`src/rtl/spi_rx_pkg.sv`:
```
// -----------------------------------------------------------------------------
// spi_rx_pkg
// Shared types and defaults for the SPI word receiver.
//   WORD_W_DEF  : default received word width
//   spi_state_t : receiver FSM states (IDLE, ACTIVE)
//   spi_word_t  : FIFO entry layout {first, data} at the default width
// -----------------------------------------------------------------------------
package spi_rx_pkg;

  localparam int unsigned WORD_W_DEF = 16;

  typedef enum logic {
    IDLE,
    ACTIVE
  } spi_state_t;

  typedef struct packed {
    logic                  first;
    logic [WORD_W_DEF-1:0] data;
  } spi_word_t;

endpackage

```
`src/rtl/sync_fifo.sv`:
```
// -----------------------------------------------------------------------------
// sync_fifo
// Single-clock FIFO with asynchronous active-high reset. DEPTH must be a
// power of two so the pointers wrap naturally.
// Ports:
//   i_clk, i_rst  : clock, asynchronous active-high reset
//   i_push/i_data : write request and data; accepted when not full, or when
//                   full and a pop happens in the same cycle
//   i_pop         : read request; ignored while empty
//   o_data        : head entry (zero while empty)
//   o_full/o_empty/o_count : occupancy status
// -----------------------------------------------------------------------------
module sync_fifo #(
  parameter int unsigned WIDTH = 17,
  parameter int unsigned DEPTH = 4
) (
  input  logic                     i_clk,
  input  logic                     i_rst,
  input  logic                     i_push,
  input  logic [WIDTH-1:0]         i_data,
  input  logic                     i_pop,
  output logic [WIDTH-1:0]         o_data,
  output logic                     o_full,
  output logic                     o_empty,
  output logic [$clog2(DEPTH):0]   o_count
);

  localparam int unsigned PTR_W = $clog2(DEPTH);
  localparam int unsigned CNT_W = PTR_W + 1;

  logic [WIDTH-1:0] r_mem [DEPTH];
  logic [PTR_W-1:0] r_wr_ptr;
  logic [PTR_W-1:0] r_rd_ptr;
  logic [CNT_W-1:0] r_count;

  logic w_do_pop;
  logic w_do_push;

  assign o_full    = (r_count == CNT_W'(DEPTH));
  assign o_empty   = (r_count == '0);
  assign o_count   = r_count;
  assign w_do_pop  = i_pop & ~o_empty;
  // A pop in the same cycle frees the slot the push needs.
  assign w_do_push = i_push & (~o_full | w_do_pop);

  assign o_data = o_empty ? '0 : r_mem[r_rd_ptr];

  always_ff @(posedge i_clk or posedge i_rst) begin
    if (i_rst) begin
      r_wr_ptr <= '0;
      r_rd_ptr <= '0;
      r_count  <= '0;
    end else begin
      if (w_do_push) r_wr_ptr <= r_wr_ptr + 1'b1;
      if (w_do_pop)  r_rd_ptr <= r_rd_ptr + 1'b1;
      if (w_do_push && !w_do_pop) begin
        r_count <= r_count + 1'b1;
      end else if (w_do_pop && !w_do_push) begin
        r_count <= r_count - 1'b1;
      end
    end
  end

  // Storage needs no reset: reads are masked while empty.
  always_ff @(posedge i_clk) begin
    if (w_do_push) r_mem[r_wr_ptr] <= i_data;
  end

endmodule

```
`src/rtl/spi_word_rx.sv`:
```
// -----------------------------------------------------------------------------
// spi_word_rx
// SPI mode-0 slave front end. SCLK/CS/MOSI are synchronised into the system
// clock domain and edge-detected; MOSI is shifted MSB first into WORD_W-bit
// words which are buffered in a FIFO and presented on a valid/ready stream.
// Optional build macro SPI_MISO_ECHO_EN: echo the previously completed word
// on MISO (otherwise MISO is tied low).
// Ports:
//   clock, reset            : system clock, asynchronous active-high reset
//   io_spi_sclk/cs/mosi     : asynchronous SPI inputs (CS active low)
//   io_spi_miso             : serial data out
//   out_data/out_first      : head word and "first word of frame" flag
//   out_valid/out_ready     : stream handshake
//   overflow/frame_err      : sticky error flags, cleared by clear_err
// -----------------------------------------------------------------------------
module spi_word_rx
  import spi_rx_pkg::*;
#(
  parameter int unsigned WORD_W      = WORD_W_DEF,
  parameter int unsigned FIFO_DEPTH  = 4,
  parameter int unsigned SYNC_STAGES = 2
) (
  input  logic              clock,
  input  logic              reset,
  input  logic              io_spi_sclk,
  input  logic              io_spi_cs,
  input  logic              io_spi_mosi,
  output logic              io_spi_miso,
  output logic [WORD_W-1:0] out_data,
  output logic              out_first,
  output logic              out_valid,
  input  logic              out_ready,
  output logic              overflow,
  output logic              frame_err,
  input  logic              clear_err
);

  localparam int unsigned CNT_W = $clog2(WORD_W);

  // ---------------------------------------------------------------------------
  // Input synchronisers and edge detection
  // ---------------------------------------------------------------------------
  logic [SYNC_STAGES-1:0] r_sclk_sync;
  logic [SYNC_STAGES-1:0] r_cs_sync;
  logic [SYNC_STAGES-1:0] r_mosi_sync;
  logic                   r_sclk_d;
  logic                   r_cs_d;

  logic w_sclk_s;
  logic w_cs_s;
  logic w_mosi_s;
  logic w_sclk_rise;
  logic w_cs_fall;
  logic w_cs_rise;

  assign w_sclk_s    = r_sclk_sync[SYNC_STAGES-1];
  assign w_cs_s      = r_cs_sync[SYNC_STAGES-1];
  assign w_mosi_s    = r_mosi_sync[SYNC_STAGES-1];
  assign w_sclk_rise = w_sclk_s & ~r_sclk_d;
  assign w_cs_fall   = ~w_cs_s & r_cs_d;
  assign w_cs_rise   = w_cs_s & ~r_cs_d;

  // CS resets to its idle (high) level so a CS already low when reset
  // releases is still seen as a falling edge.
  always_ff @(posedge clock or posedge reset) begin
    if (reset) begin
      r_sclk_sync <= '0;
      r_cs_sync   <= '1;
      r_mosi_sync <= '0;
      r_sclk_d    <= 1'b0;
      r_cs_d      <= 1'b1;
    end else begin
      r_sclk_sync <= {r_sclk_sync[SYNC_STAGES-2:0], io_spi_sclk};
      r_cs_sync   <= {r_cs_sync[SYNC_STAGES-2:0], io_spi_cs};
      r_mosi_sync <= {r_mosi_sync[SYNC_STAGES-2:0], io_spi_mosi};
      r_sclk_d    <= w_sclk_s;
      r_cs_d      <= w_cs_s;
    end
  end

  // ---------------------------------------------------------------------------
  // Receive FSM
  // ---------------------------------------------------------------------------
  spi_state_t        r_state;
  logic [CNT_W-1:0]  r_bit_cnt;
  logic [WORD_W-1:0] r_shift;
  logic              r_first_pending;
  logic              r_push;
  logic [WORD_W:0]   r_push_data;
  logic              r_frame_err;

  logic [WORD_W-1:0] w_shift_next;
  logic              w_last_bit;
  logic              w_partial;

  assign w_shift_next = {r_shift[WORD_W-2:0], w_mosi_s};
  assign w_last_bit   = w_sclk_rise && (r_bit_cnt == CNT_W'(WORD_W - 1));
  // A word completing on the same cycle CS rises is pushed, not flagged.
  assign w_partial    = ((r_bit_cnt != '0) || w_sclk_rise) && !w_last_bit;

  always_ff @(posedge clock or posedge reset) begin
    if (reset) begin
      r_state         <= IDLE;
      r_bit_cnt       <= '0;
      r_shift         <= '0;
      r_first_pending <= 1'b0;
      r_push          <= 1'b0;
      r_push_data     <= '0;
      r_frame_err     <= 1'b0;
    end else begin
      r_push <= 1'b0;
      if (clear_err) r_frame_err <= 1'b0;
      unique case (r_state)
        IDLE: begin
          r_bit_cnt <= '0;
          if (w_cs_fall) begin
            r_state         <= ACTIVE;
            r_first_pending <= 1'b1;
            r_shift         <= '0;
          end
        end
        ACTIVE: begin
          if (w_sclk_rise) begin
            r_shift <= w_shift_next;
            if (w_last_bit) begin
              r_push          <= 1'b1;
              r_push_data     <= {r_first_pending, w_shift_next};
              r_bit_cnt       <= '0;
              r_first_pending <= 1'b0;
            end else begin
              r_bit_cnt <= r_bit_cnt + 1'b1;
            end
          end
          if (w_cs_rise) begin
            r_state   <= IDLE;
            r_bit_cnt <= '0;
            // Later assignment wins over clear_err above.
            if (w_partial) r_frame_err <= 1'b1;
          end
        end
      endcase
    end
  end

  assign frame_err = r_frame_err;

  // ---------------------------------------------------------------------------
  // Word FIFO and overflow flag
  // ---------------------------------------------------------------------------
  logic [WORD_W:0]              w_head;
  logic                         w_fifo_full;
  logic                         w_fifo_empty;
  logic [$clog2(FIFO_DEPTH):0]  w_fifo_count;
  logic                         w_pop;
  logic                         w_drop;
  logic                         r_overflow;
  logic                         w_unused_count;

  assign w_unused_count = ^w_fifo_count;

  sync_fifo #(
    .WIDTH (WORD_W + 1),
    .DEPTH (FIFO_DEPTH)
  ) u_fifo (
    .i_clk   (clock),
    .i_rst   (reset),
    .i_push  (r_push),
    .i_data  (r_push_data),
    .i_pop   (w_pop),
    .o_data  (w_head),
    .o_full  (w_fifo_full),
    .o_empty (w_fifo_empty),
    .o_count (w_fifo_count)
  );

  assign out_valid = ~w_fifo_empty;
  assign out_data  = w_head[WORD_W-1:0];
  assign out_first = w_head[WORD_W];
  assign w_pop     = out_valid & out_ready;
  assign w_drop    = r_push & w_fifo_full & ~w_pop;

  always_ff @(posedge clock or posedge reset) begin
    if (reset) begin
      r_overflow <= 1'b0;
    end else if (w_drop) begin
      r_overflow <= 1'b1;
    end else if (clear_err) begin
      r_overflow <= 1'b0;
    end
  end

  assign overflow = r_overflow;

  // ---------------------------------------------------------------------------
  // Optional MISO echo of the previously completed word
  // ---------------------------------------------------------------------------
`ifdef SPI_MISO_ECHO_EN
  logic              w_sclk_fall;
  logic [WORD_W-1:0] r_tx_shift;
  logic [WORD_W-1:0] r_last_word;
  logic              r_miso;

  assign w_sclk_fall = ~w_sclk_s & r_sclk_d;

  // The MSB is presented as soon as a word is loaded; each SCLK falling edge
  // then advances one bit, so the boundary load lines up with the next word.
  always_ff @(posedge clock or posedge reset) begin
    if (reset) begin
      r_tx_shift  <= '0;
      r_last_word <= '0;
      r_miso      <= 1'b0;
    end else begin
      if (r_push) r_last_word <= r_push_data[WORD_W-1:0];
      if (w_cs_s) begin
        r_miso <= 1'b0;
      end else if (w_cs_fall) begin
        r_miso     <= r_last_word[WORD_W-1];
        r_tx_shift <= {r_last_word[WORD_W-2:0], 1'b0};
      end else if (w_sclk_fall && (r_state == ACTIVE)) begin
        r_miso     <= r_tx_shift[WORD_W-1];
        r_tx_shift <= {r_tx_shift[WORD_W-2:0], 1'b0};
      end
      if (r_push) r_tx_shift <= r_push_data[WORD_W-1:0];
    end
  end

  assign io_spi_miso = r_miso;
`else
  assign io_spi_miso = 1'b0;
`endif

endmodule
```
`config.mk`:
```
export PLATFORM = sky130hd
export DESIGN_NAME = spi_word_rx
export DESIGN_NICKNAME = d
export VERILOG_FILES = /design/src/rtl/spi_rx_pkg.sv /design/src/rtl/sync_fifo.sv /design/src/rtl/spi_word_rx.sv
export SDC_FILE = /design/constraint.sdc
export NUM_CORES = 1
export LEC_CHECK = 0
export BUFFER_PORTS_ARGS = -buffer_cell sky130_fd_sc_hd__buf_2
export CAP_MARGIN = 20
export CORE_ASPECT_RATIO = 1.75
export CORE_MARGIN = 2
export CORE_UTILIZATION = 40
export CTS_CLUSTER_DIAMETER = 100
export CTS_CLUSTER_SIZE = 28
export DETAILED_ROUTE_END_ITERATION = 12
export GPL_TIMING_DRIVEN = 0
export PLACE_DENSITY_LB_ADDON = 0.12
export SYNTH_ARGS = -nofsm -noshare
export SYNTH_HDL_FRONTEND = slang
export SYNTH_SLANG_ARGS = --single-unit
```
`constraint.sdc`:
```
create_clock -name clock -period 1.9 [get_ports clock]
set_input_delay 0.38 -clock clock [delete_from_list [all_inputs] [get_ports clock]]
set_output_delay 0.38 -clock clock [all_outputs]
set_load 0.005 [all_outputs]
```
==> metrics.cfg, run 1 <==
[run_status]
violations=setup timing
status=finished, violations left

[grt]
grt_pass1_vias=2574
grt-ovfl-total=0
grt_pass1_wl_um=14100
antenna_found_initial=0
grt_max_degree=31
grt_usage_pct=15.1

[critical_path]
r2r_cells=9
cp.required_ns=1.52
crit_fanout=5
max_stage_delay_ns=0.49
cp-start-kind=flop
cp_data_arrival_time_ns=1.82
crit_chain=buf_12, buf_6, mux4_2, and2_1, buf_2
cp-end-kind=output pin
worstSetupPathType=reg -> out
rrSetupSlack_ns=-0.17
r2r-start=u_fifo.o_count[2]$_DFFE_PP0P_
r2r_end=u_fifo.o_count[2]$_DFFE_PP0P_
crit_slowest_cell=mux4_2
critPathBufInv=3
crit_family=multiplexers

[die]
die_h_um=150
io_pins=28
rows=53
initial_core_util_pct=40.8
chipWidth_um=87.4
core-area_sq_um=11900
die_area_sq_um=13100

[clocking]
clkTransAtPathRegs_ns=0.05
cts_made_buffers=17
cts_hold_buffers=0
clk_path_buf_depth=2
ctsRootBufferMaster=clkbuf_16
clk_latency_ns=0.40
cts-htree-levels=4
cts_tree=yes
cts_sinks=124

[drt]
dr_total_vias=2472
antenna_left=0
viasPerCell=5.09
first_pass_iters=4
routed_wl_um=8680
drt_iter0_markers=67
route.detailed.wl_per_inst_um=17.9
remaining_drc_errors=0

[pwr]
power.density_nw_per_um2=988
leakage_uw=0.00241
irDropWorstVdd_v=0.000695
swShare_pct=20.5
pwr-share-comb_pct=1.9
clockPowerShare_pct=50.6
total_power_uw=6060
power_switching_uw=1240
sequentialPowerShare_pct=47.5
internal-power_uw=4820

[sta]
worstMarginPinSlew_ns=0.612
max_freq_mhz=455
final.min_clock_period_ns=2.20
tns_ns=-4.98
grt_setup_unrepaired=true
hold_viol=0
setup_viol=19
holdWs_ns=0.0460
layout_setup_ws_ns=-0.297
slew_violations=0
min_period_over_period_pct=116
skew_ns=0.00839
slew_headroom_pct=59.1

[final_layout]
layout.nets=352
final_cells=486
fin_area_sq_um=6140
syn_to_final_growth_pct=26.0
antenna_cells=0
drive_gt1_share_pct=42.4

[logic_synthesis]
synth-seq-area-share_pct=70.8
yosys_warnings=0
synth.avg_cell_area_sq_um=18.0
syn_nets=285
synthFlopType=edfxtp_1
synth_area_sq_um=4870
async_reset_ff_share_pct=45.2
syn_inst=270
synth_edf_count=68
yosysUniqueCellTypes=40
yosys_register_bits=124

[place]
place_hpwl_um=5220
place_congestion=0.717
placed_area_sq_um=5240
place.port_buffers=26
dp_cells=434

[min_path]
hold_path.class=in -> async

[flow_run]
drv_cap=0

==> sequential cells by signal (all words and copies together), names as in the netlist <==
name and cells:
frame_err 1, overflow 1, r_bit_cnt 4, r_cs_d 1, r_cs_sync 2, r_first_pending 1, r_mosi_sync 2, r_push 1
r_push_data 17, r_sclk_d 1, r_sclk_sync 2, r_shift 15, r_state 1, u_fifo.o_count 3, u_fifo.r_mem 68, u_fifo.r_rd_ptr 2
u_fifo.r_wr_ptr 2
==> final cells by class <==
class / instances / area (sq um)
fill: 960 / 5800
sequential: 124 / 3450
multi-input combinational: 124 / 1380
clock buffer: 17 / 425
timing repair buffer: 49 / 384
tap: 137 / 171
clock inverter: 14 / 149
buffer: 11 / 138
inverter: 10 / 37.5
==> layer usage <==
metal	GRT usage, %	wire length, um	part of all wire, %
met1	17.6	3530	41
met2	25.6	4800	55
met3	4.30	224	2.6
met4	6.69	126	1.5
met5	0	0	0
==> worst register-to-register path: stages (launching register included) <==
cell       delay (ns)
dfrtp_1          0.38
or3_4            0.45
clkbuf_16        0.19
nand2_8          0.06
ha_4             0.14
inv_2            0.04
fa_2             0.33
xor2_1           0.15
nor2_1           0.12
xor2_1           0.15
==> synth_stat cells, drive strengths merged, types with 4 or more instances <==
master / number / area share [%]
a21oi: 4 / 0.41
a22o: 15 / 2.7
and2: 21 / 2.7
buf: 8 / 1.3
clkbuf: 4 / 0.33
dfrtp: 53 / 27
edfxtp: 68 / 42
ha: 7 / 1.8
inv: 10 / 0.77
mux2: 19 / 5.0
mux4: 17 / 7.9
nand2: 7 / 0.54
xnor2: 4 / 0.72
==> cell usage in the layout, fill, tap and decap left out, drive strengths merged <==
master     n
clkbuf    20
dfstp      3
clkinv    10
a31oi      1
a21oi      4
or3        2
and3b      1
o31ai      1
fa         1
nand2      7
a22o      15
nand3b     2
or4        1
and2      21
buf       57
o21ai      3
nor3       1
o22ai      1
and4       1
nand3      3
mux4      17
dfrtp     53
xnor2      4
mux2      19
edfxtp    68
ha         7
inv       11
bufinv     2
nand2b     2
nor2       2
conb       1
nor4b      2
nor2b      2
xor2       3
clkinvlp   1
==> power by group through the flow <==
stage,Sequential [uW],Clock [uW],Combinational [uW]
finish,2880,3070,112
global route,2890,3260,129
CTS,2880,3150,115
detailed placement,2930,0,115
global placement,2930,0,109
floorplan,2930,0,78.4
==> cells by family after synthesis <==
group | share of synthesized area (%)
XOR/XNOR | 1.26
buffers and inverters | 2.44
multiplexers | 12.9
AO/OA/AOI/OAI | 4.14
AND/OR/NAND/NOR | 6.24
flip-flops | 70.8
other | 0.0770
adder cells (fa/ha/maj) | 2.21
==> through the flow <==
step | setup slack, ns | utilization [%]
after floorplan | -0.0483 | -
after global placement | -0.634 | 43.7
after detailed placement | -0.338 | 43.9
after CTS | -0.325 | 50.8
after global routing | -0.371 | 51.4
final | -0.297 | 51.4
==> what timing repair did <==
action,CTS,global route
buffers inserted,15,5
endpoints found under the setup margin,96,20
pin swaps,9,3
gates cloned,2,0
gates resized for setup,24,11
==> worst max-delay path by stage <==
stage,startpoint,endpoint,slack (ns),cells past startpoint
after floorplan,u_fifo.o_count[1]$_DFFE_PP0P_,u_fifo.o_count[2]$_DFFE_PP0P_,-0.05,9
after global placement,reset,r_push_data[12]$_DFFE_PP0P_,-0.63,2
after detailed placement,out_ready,u_fifo.r_mem[0][4]$_DFFE_PP_,-0.34,5
after CTS,u_fifo.r_rd_ptr[0]$_DFFE_PP0P_,out_data[10],-0.33,5
after global routing,u_fifo.r_rd_ptr[0]$_DFFE_PP0P_,out_data[8],-0.37,5
final,u_fifo.r_rd_ptr[0]$_DFFE_PP0P_,out_data[10],-0.30,5
Note: power is estimated with default switching activity, not from simulation.
==> inputs of run 2 (changes only) <==
--- a/config.mk
+++ b/config.mk
@@ -9,11 +9,10 @@
 export CAP_MARGIN = 20
 export CORE_ASPECT_RATIO = 1.75
 export CORE_MARGIN = 2
-export CORE_UTILIZATION = 40
+export CORE_UTILIZATION = 54
 export CTS_CLUSTER_DIAMETER = 100
 export CTS_CLUSTER_SIZE = 28
 export DETAILED_ROUTE_END_ITERATION = 12
-export GPL_TIMING_DRIVEN = 0
 export PLACE_DENSITY_LB_ADDON = 0.12
 export SYNTH_ARGS = -nofsm -noshare
 export SYNTH_HDL_FRONTEND = slang
==> run 2 against run 1 <==
Compared with the run above: the flow still finishes with violations (setup timing); die area down 25%; global-route usage grew 4.8 points; non-clock buffer count down 9; first-iteration DRC count grew 3.0%; power shrank 2.0%; combinational power about the same; critical endpoint is now out_data[4]; largest power group unchanged.
==> metrics.cfg, run 2 (synthesis gave the netlist of run 1 again) <==
[final_layout]
antenna_cells=0
final_common_cell=edfxtp_1
reg.largest.list=u_fifo.r_mem x68, r_push_data x17, r_shift x15
nFillCells=586
layout_common_cells=edfxtp_1, dfrtp_1, clkbuf_16
syn_to_final_growth_pct=25.7
final_cells=458
drive_gt1_share_pct=41.9
layout.nets=343
max_flop_register=u_fifo.r_mem
largest_reg_flops=68

[sta]
hold_viol=0
min_period_over_period_pct=114
grt_setup_unrepaired=true
slew_violations=0
max_freq_mhz=462
final.min_clock_period_ns=2.17
layout_setup_ws_ns=-0.266
worstMarginPinSlew_ns=0.517
slew_headroom_pct=65.2
skew_ns=0.00510
holdWs_ns=0.0765
setup_viol=19

[min_path]
hold_path.class=in -> reg

[die]
initial_core_util_pct=55.8
rows=45
core-area_sq_um=8730
die_area_sq_um=9830
die_h_um=130
io_pins=28
chipWidth_um=75.8

[clocking]
clk_path_buf_depth=2
cts_tree=yes
clk_latency_ns=0.41
cts-htree-levels=4
clkTransAtPathRegs_ns=0.05
cts_made_buffers=17
ctsRootBufferMaster=clkbuf_16
cts_sinks=124

[critical_path]
cp_data_arrival_time_ns=1.79
cp-end-kind=output pin
cp.required_ns=1.52
crit_fanout=8
worstSetupPathType=reg -> out
cp-start-kind=flop

[pwr]
leakage_uw=0.00238
irDropWorstVdd_v=0.000843
power.density_nw_per_um2=971

[grt]
grt_pass1_wl_um=13700
grt_pass1_vias=2673
grt_max_degree=27
grt_usage_pct=19.9
antenna_found_initial=0
grt-ovfl-total=0

[drt]
remaining_drc_errors=0
viasPerCell=5.37
drt_iter0_markers=69
antenna_left=0
dr_total_vias=2461
route.detailed.wl_per_inst_um=18.4
first_pass_iters=4
routed_wl_um=8450

[place]
place.port_buffers=26
place_hpwl_um=5030
place_congestion=0.725
dp_cells=419

[flow_run]
drv_cap=0

[run_status]
status=finished, violations left
violations=setup timing

[run 2: layout make-up]
type | instances | area [sq um] | share of cell area [%]
inverter | 10 | 37.5 | 0.613
tap | 117 | 146 | 2.39
clock inverter | 8 | 65.1 | 1.06
multi-input combinational | 124 | 1390 | 22.7
timing repair buffer | 51 | 552 | 9.01
sequential | 124 | 3450 | 56.3
clock buffer | 24 | 483 | 7.89
[run 2: metrics by stage]
step           cell area (sq um)  power (uW)  utilization [%]  setup slack (ns)  setup TNS [ns]
3_3_place_gp                5330        3050             61.1           -0.0632         -0.0632
3_5_place_dp                5330        3050             61.1            -0.107          -0.107
5_1_grt                     6120        6120             70.1            -0.332           -5.56
6_report                    6120        5940             70.1            -0.266           -4.34
2_1_floorplan               4910        3000                -           -0.0483         -0.0886
4_1_cts                     5970        6000             68.4            -0.331           -4.96
[run 2: where the power goes]
group / internal (uW) / switching [uW] / leakage [uW] / total, uW
sequential: 2860 / 28.5 / 0.00128 / 2890
combinational: 43.8 / 69.1 / 0.000828 / 113
clock: 1890 / 1050 / 0.000276 / 2940
[run 2: final timing paths]
kind	from	end	slack, ns	cells after the start
worst min register to register	r_mosi_sync[0]$_DFF_PP0_	r_mosi_sync[1]$_DFF_PP0_	0.35	0
worst min-delay path	io_spi_mosi	r_mosi_sync[0]$_DFF_PP0_	0.08	1
worst max-delay path	u_fifo.r_rd_ptr[0]$_DFFE_PP0P_	out_data[4]	-0.27	4
max in group asynchronous	reset	u_fifo.r_rd_ptr[0]$_DFFE_PP0P_	0.83	4
worst max register to register	u_fifo.o_count[0]$_DFFE_PP0P_	u_fifo.o_count[2]$_DFFE_PP0P_	-0.04	9
min in group asynchronous	reset	r_mosi_sync[0]$_DFF_PP0_	0.53	3
[run 2: layer usage]
metal	routed length, um	GRT usage [%]	vias to the layer above
li1	-	-	1131
met1	3100	21.3	1272
met2	4930	35.0	47
met3	279	6.61	11
met4	140	7.95	0
met5	0	0	-
[run 2: critical path: stages, from the launching register on]
cell and delay (ns):
dfrtp_2 0.43, clkbuf_16 0.20, mux4_2 0.50, and2_4 0.15, buf_6 0.11
[run 2: timing repair]
item,in CTS,in global routing
resized for setup,11,27
setup buffers,4,1
gates cloned,0,1
hold buffers,1,0
hold endpoints to repair,17,0
setup endpoints to repair,20,20
pin swaps,6,13
==> inputs of run 3 (changes only) <==
--- a/config.mk
+++ b/config.mk
@@ -7,7 +7,7 @@
 export LEC_CHECK = 0
 export BUFFER_PORTS_ARGS = -buffer_cell sky130_fd_sc_hd__buf_2
 export CAP_MARGIN = 20
-export CORE_ASPECT_RATIO = 1.75
+export CORE_ASPECT_RATIO = 0.75
 export CORE_MARGIN = 2
 export CORE_UTILIZATION = 54
 export CTS_CLUSTER_DIAMETER = 100
==> run 3 against run 2 <==
Compared with the run above: largest cell class unchanged; the flow still finishes with violations (setup timing); cell count shrank 1.3%; sequential power is essentially flat; non-clock buffer count grew 3; largest power group unchanged.
==> metrics.cfg, run 3 (synthesis gave the netlist of run 1 again) <==
[critical_path]
cp-startpoint=u_fifo.r_rd_ptr[0]$_DFFE_PP0P_
rrSetupSlack_ns=-0.10
critPathBufInv=2
crit_fanout=7
crit_end=out_data[10]
cp.required_ns=1.52
cp_data_arrival_time_ns=1.81
cp-end-kind=output pin
crit_chain=buf_8, mux4_2, and2_4, buf_6
max_stage_delay_ns=0.51
cp-start-kind=flop
worstSetupPathType=reg -> out
crit_slowest_cell=mux4_2
crit_family=multiplexers
crit_cells=4
r2r-start=u_fifo.o_count[1]$_DFFE_PP0P_
r2r_cells=8
r2r_end=u_fifo.o_count[2]$_DFFE_PP0P_

[drt]
route.detailed.wl_per_inst_um=19.0
antenna_left=0
drt_iter0_markers=111
dr_total_vias=2462
remaining_drc_errors=0
first_pass_iters=4
viasPerCell=5.45
routed_wl_um=8600

[sta]
setup_viol=20
hold_viol=0
layout_setup_ws_ns=-0.291
worstMarginPinSlew_ns=0.582
grt_setup_unrepaired=true
final.min_clock_period_ns=2.19
min_period_over_period_pct=115
slew_violations=0
holdWs_ns=0.0210
skew_ns=0.0113
slew_headroom_pct=60.8
max_freq_mhz=456

[grt]
grt_use_met3_pct=6.01
grt_max_degree=57
met2_usage_pct=28.4
grt-ovfl-total=0
grt_pass1_wl_um=13300
grt_pass1_vias=2525
antenna_found_initial=0
grt.busiest_layer=met2
grt_usage_pct=18.9
met1_usage_pct=26.2

[final_layout]
syn_to_final_growth_pct=27.0
largest_reg_flops=68
fin_area_sq_um=6190
drive_gt1_share_pct=41.9
fin_util_pct=72.0
final_common_cell=edfxtp_1
antenna_cells=0
layout_common_cells=edfxtp_1, dfrtp_1, clkbuf_16
layout.nets=346
multi_input_area_sq_um=1380
max_flop_register=u_fifo.r_mem
reg.largest.list=u_fifo.r_mem x68, r_push_data x17, r_shift x15
nFillCells=523
seq_area_sq_um=3450

[place]
place_hpwl_um=5040
place_congestion=0.758
placed_area_sq_um=5310
place.port_buffers=26

[clocking]
clkTransAtPathRegs_ns=0.05
cts_sinks=124
clk_path_buf_depth=2
cts_made_buffers=17
clk_latency_ns=0.41
cts_tree=yes
cts-htree-levels=4
ctsRootBufferMaster=clkbuf_16

[pwr]
total_power_uw=6260
leakage_uw=0.00242
clockPowerShare_pct=52.2
irDropWorstVdd_v=0.000645
power_switching_uw=1140
swShare_pct=18.2
sequentialPowerShare_pct=46.0
internal-power_uw=5120
pwr-share-comb_pct=1.7
power.density_nw_per_um2=1010

[die]
initial_core_util_pct=56.6
die_h_um=86.3
io_pins=28
core-area_sq_um=8600
die_area_sq_um=9800
chipWidth_um=114
rows=29

[min_path]
hold_path.class=in -> async

[run_status]
status=finished, violations left
violations=setup timing

[flow_run]
drv_cap=0

-- run 3: cell type report --
cell class                      instances  share of cell area [%]
Clock buffer                           25                    8.17
Multi-Input combinational cell        124                    22.3
Clock inverter                          7                    1.78
Tap cell                              108                    2.18
Inverter                               10                   0.607
Sequential cell                       124                    55.7
Timing Repair Buffer                   54                    9.24
-- run 3: timing repair --
item                       in CTS  in global routing
gates cloned                    0                  3
pin swaps                       9                 14
resized for setup              15                 17
setup buffers                   4                  5
hold buffers                    0                  0
setup endpoints to repair      20                 20
-- run 3: power by group through the flow --
stage | registers, uW | clock network, uW | logic [uW]
final | 2880 | 3270 | 109
after global routing | 2890 | 3440 | 126
after CTS | 2880 | 3330 | 112
after detailed placement | 2930 | 0 | 110
after global placement | 2930 | 0 | 109
after floorplan | 2930 | 0 | 78.4
-- run 3: how the worst min path moves through the flow --
stage / cells after the start / slack (ns) / endpoint / from
6_report: 3 / 0.02 / r_push_data[0]$_DFFE_PP0P_ / reset
3_5_place_dp: 0 / 0.34 / r_sclk_sync[1]$_DFF_PP0_ / r_sclk_sync[0]$_DFF_PP0_
2_1_floorplan: 0 / 0.33 / r_mosi_sync[1]$_DFF_PP0_ / r_mosi_sync[0]$_DFF_PP0_
4_1_cts: 3 / 0.02 / r_sclk_sync[0]$_DFF_PP0_ / reset
3_3_place_gp: 0 / 0.34 / r_mosi_sync[1]$_DFF_PP0_ / r_mosi_sync[0]$_DFF_PP0_
5_1_grt: 3 / 0.05 / r_push_data[0]$_DFFE_PP0P_ / reset
-- run 3: worst reg2reg max path: stages (launching register included) --
cell and delay (ns):
dfrtp_1 0.41, or3_4 0.46, nand2_4 0.11, ha_4 0.13
inv_2 0.03, fa_2 0.34, xor2_1 0.15, nor2_1 0.12
xor2_1 0.17
-- run 3: metal layers --
layer | wire [um] | share of wire, %
met5 | 0 | 0
met4 | 137 | 1.6
met3 | 307 | 3.6
met2 | 4080 | 47
met1 | 4070 | 47
-- run 3: stage by stage --
step	setup WS, ns	std cells	setup TNS (ns)
6_report	-0.291	452	-4.92
5_1_grt	-0.332	452	-5.83
4_1_cts	-0.306	444	-4.60
3_5_place_dp	-0.0944	408	-0.123
3_3_place_gp	-0.0367	408	-0.0367
2_1_floorplan	-0.0483	270	-0.0886
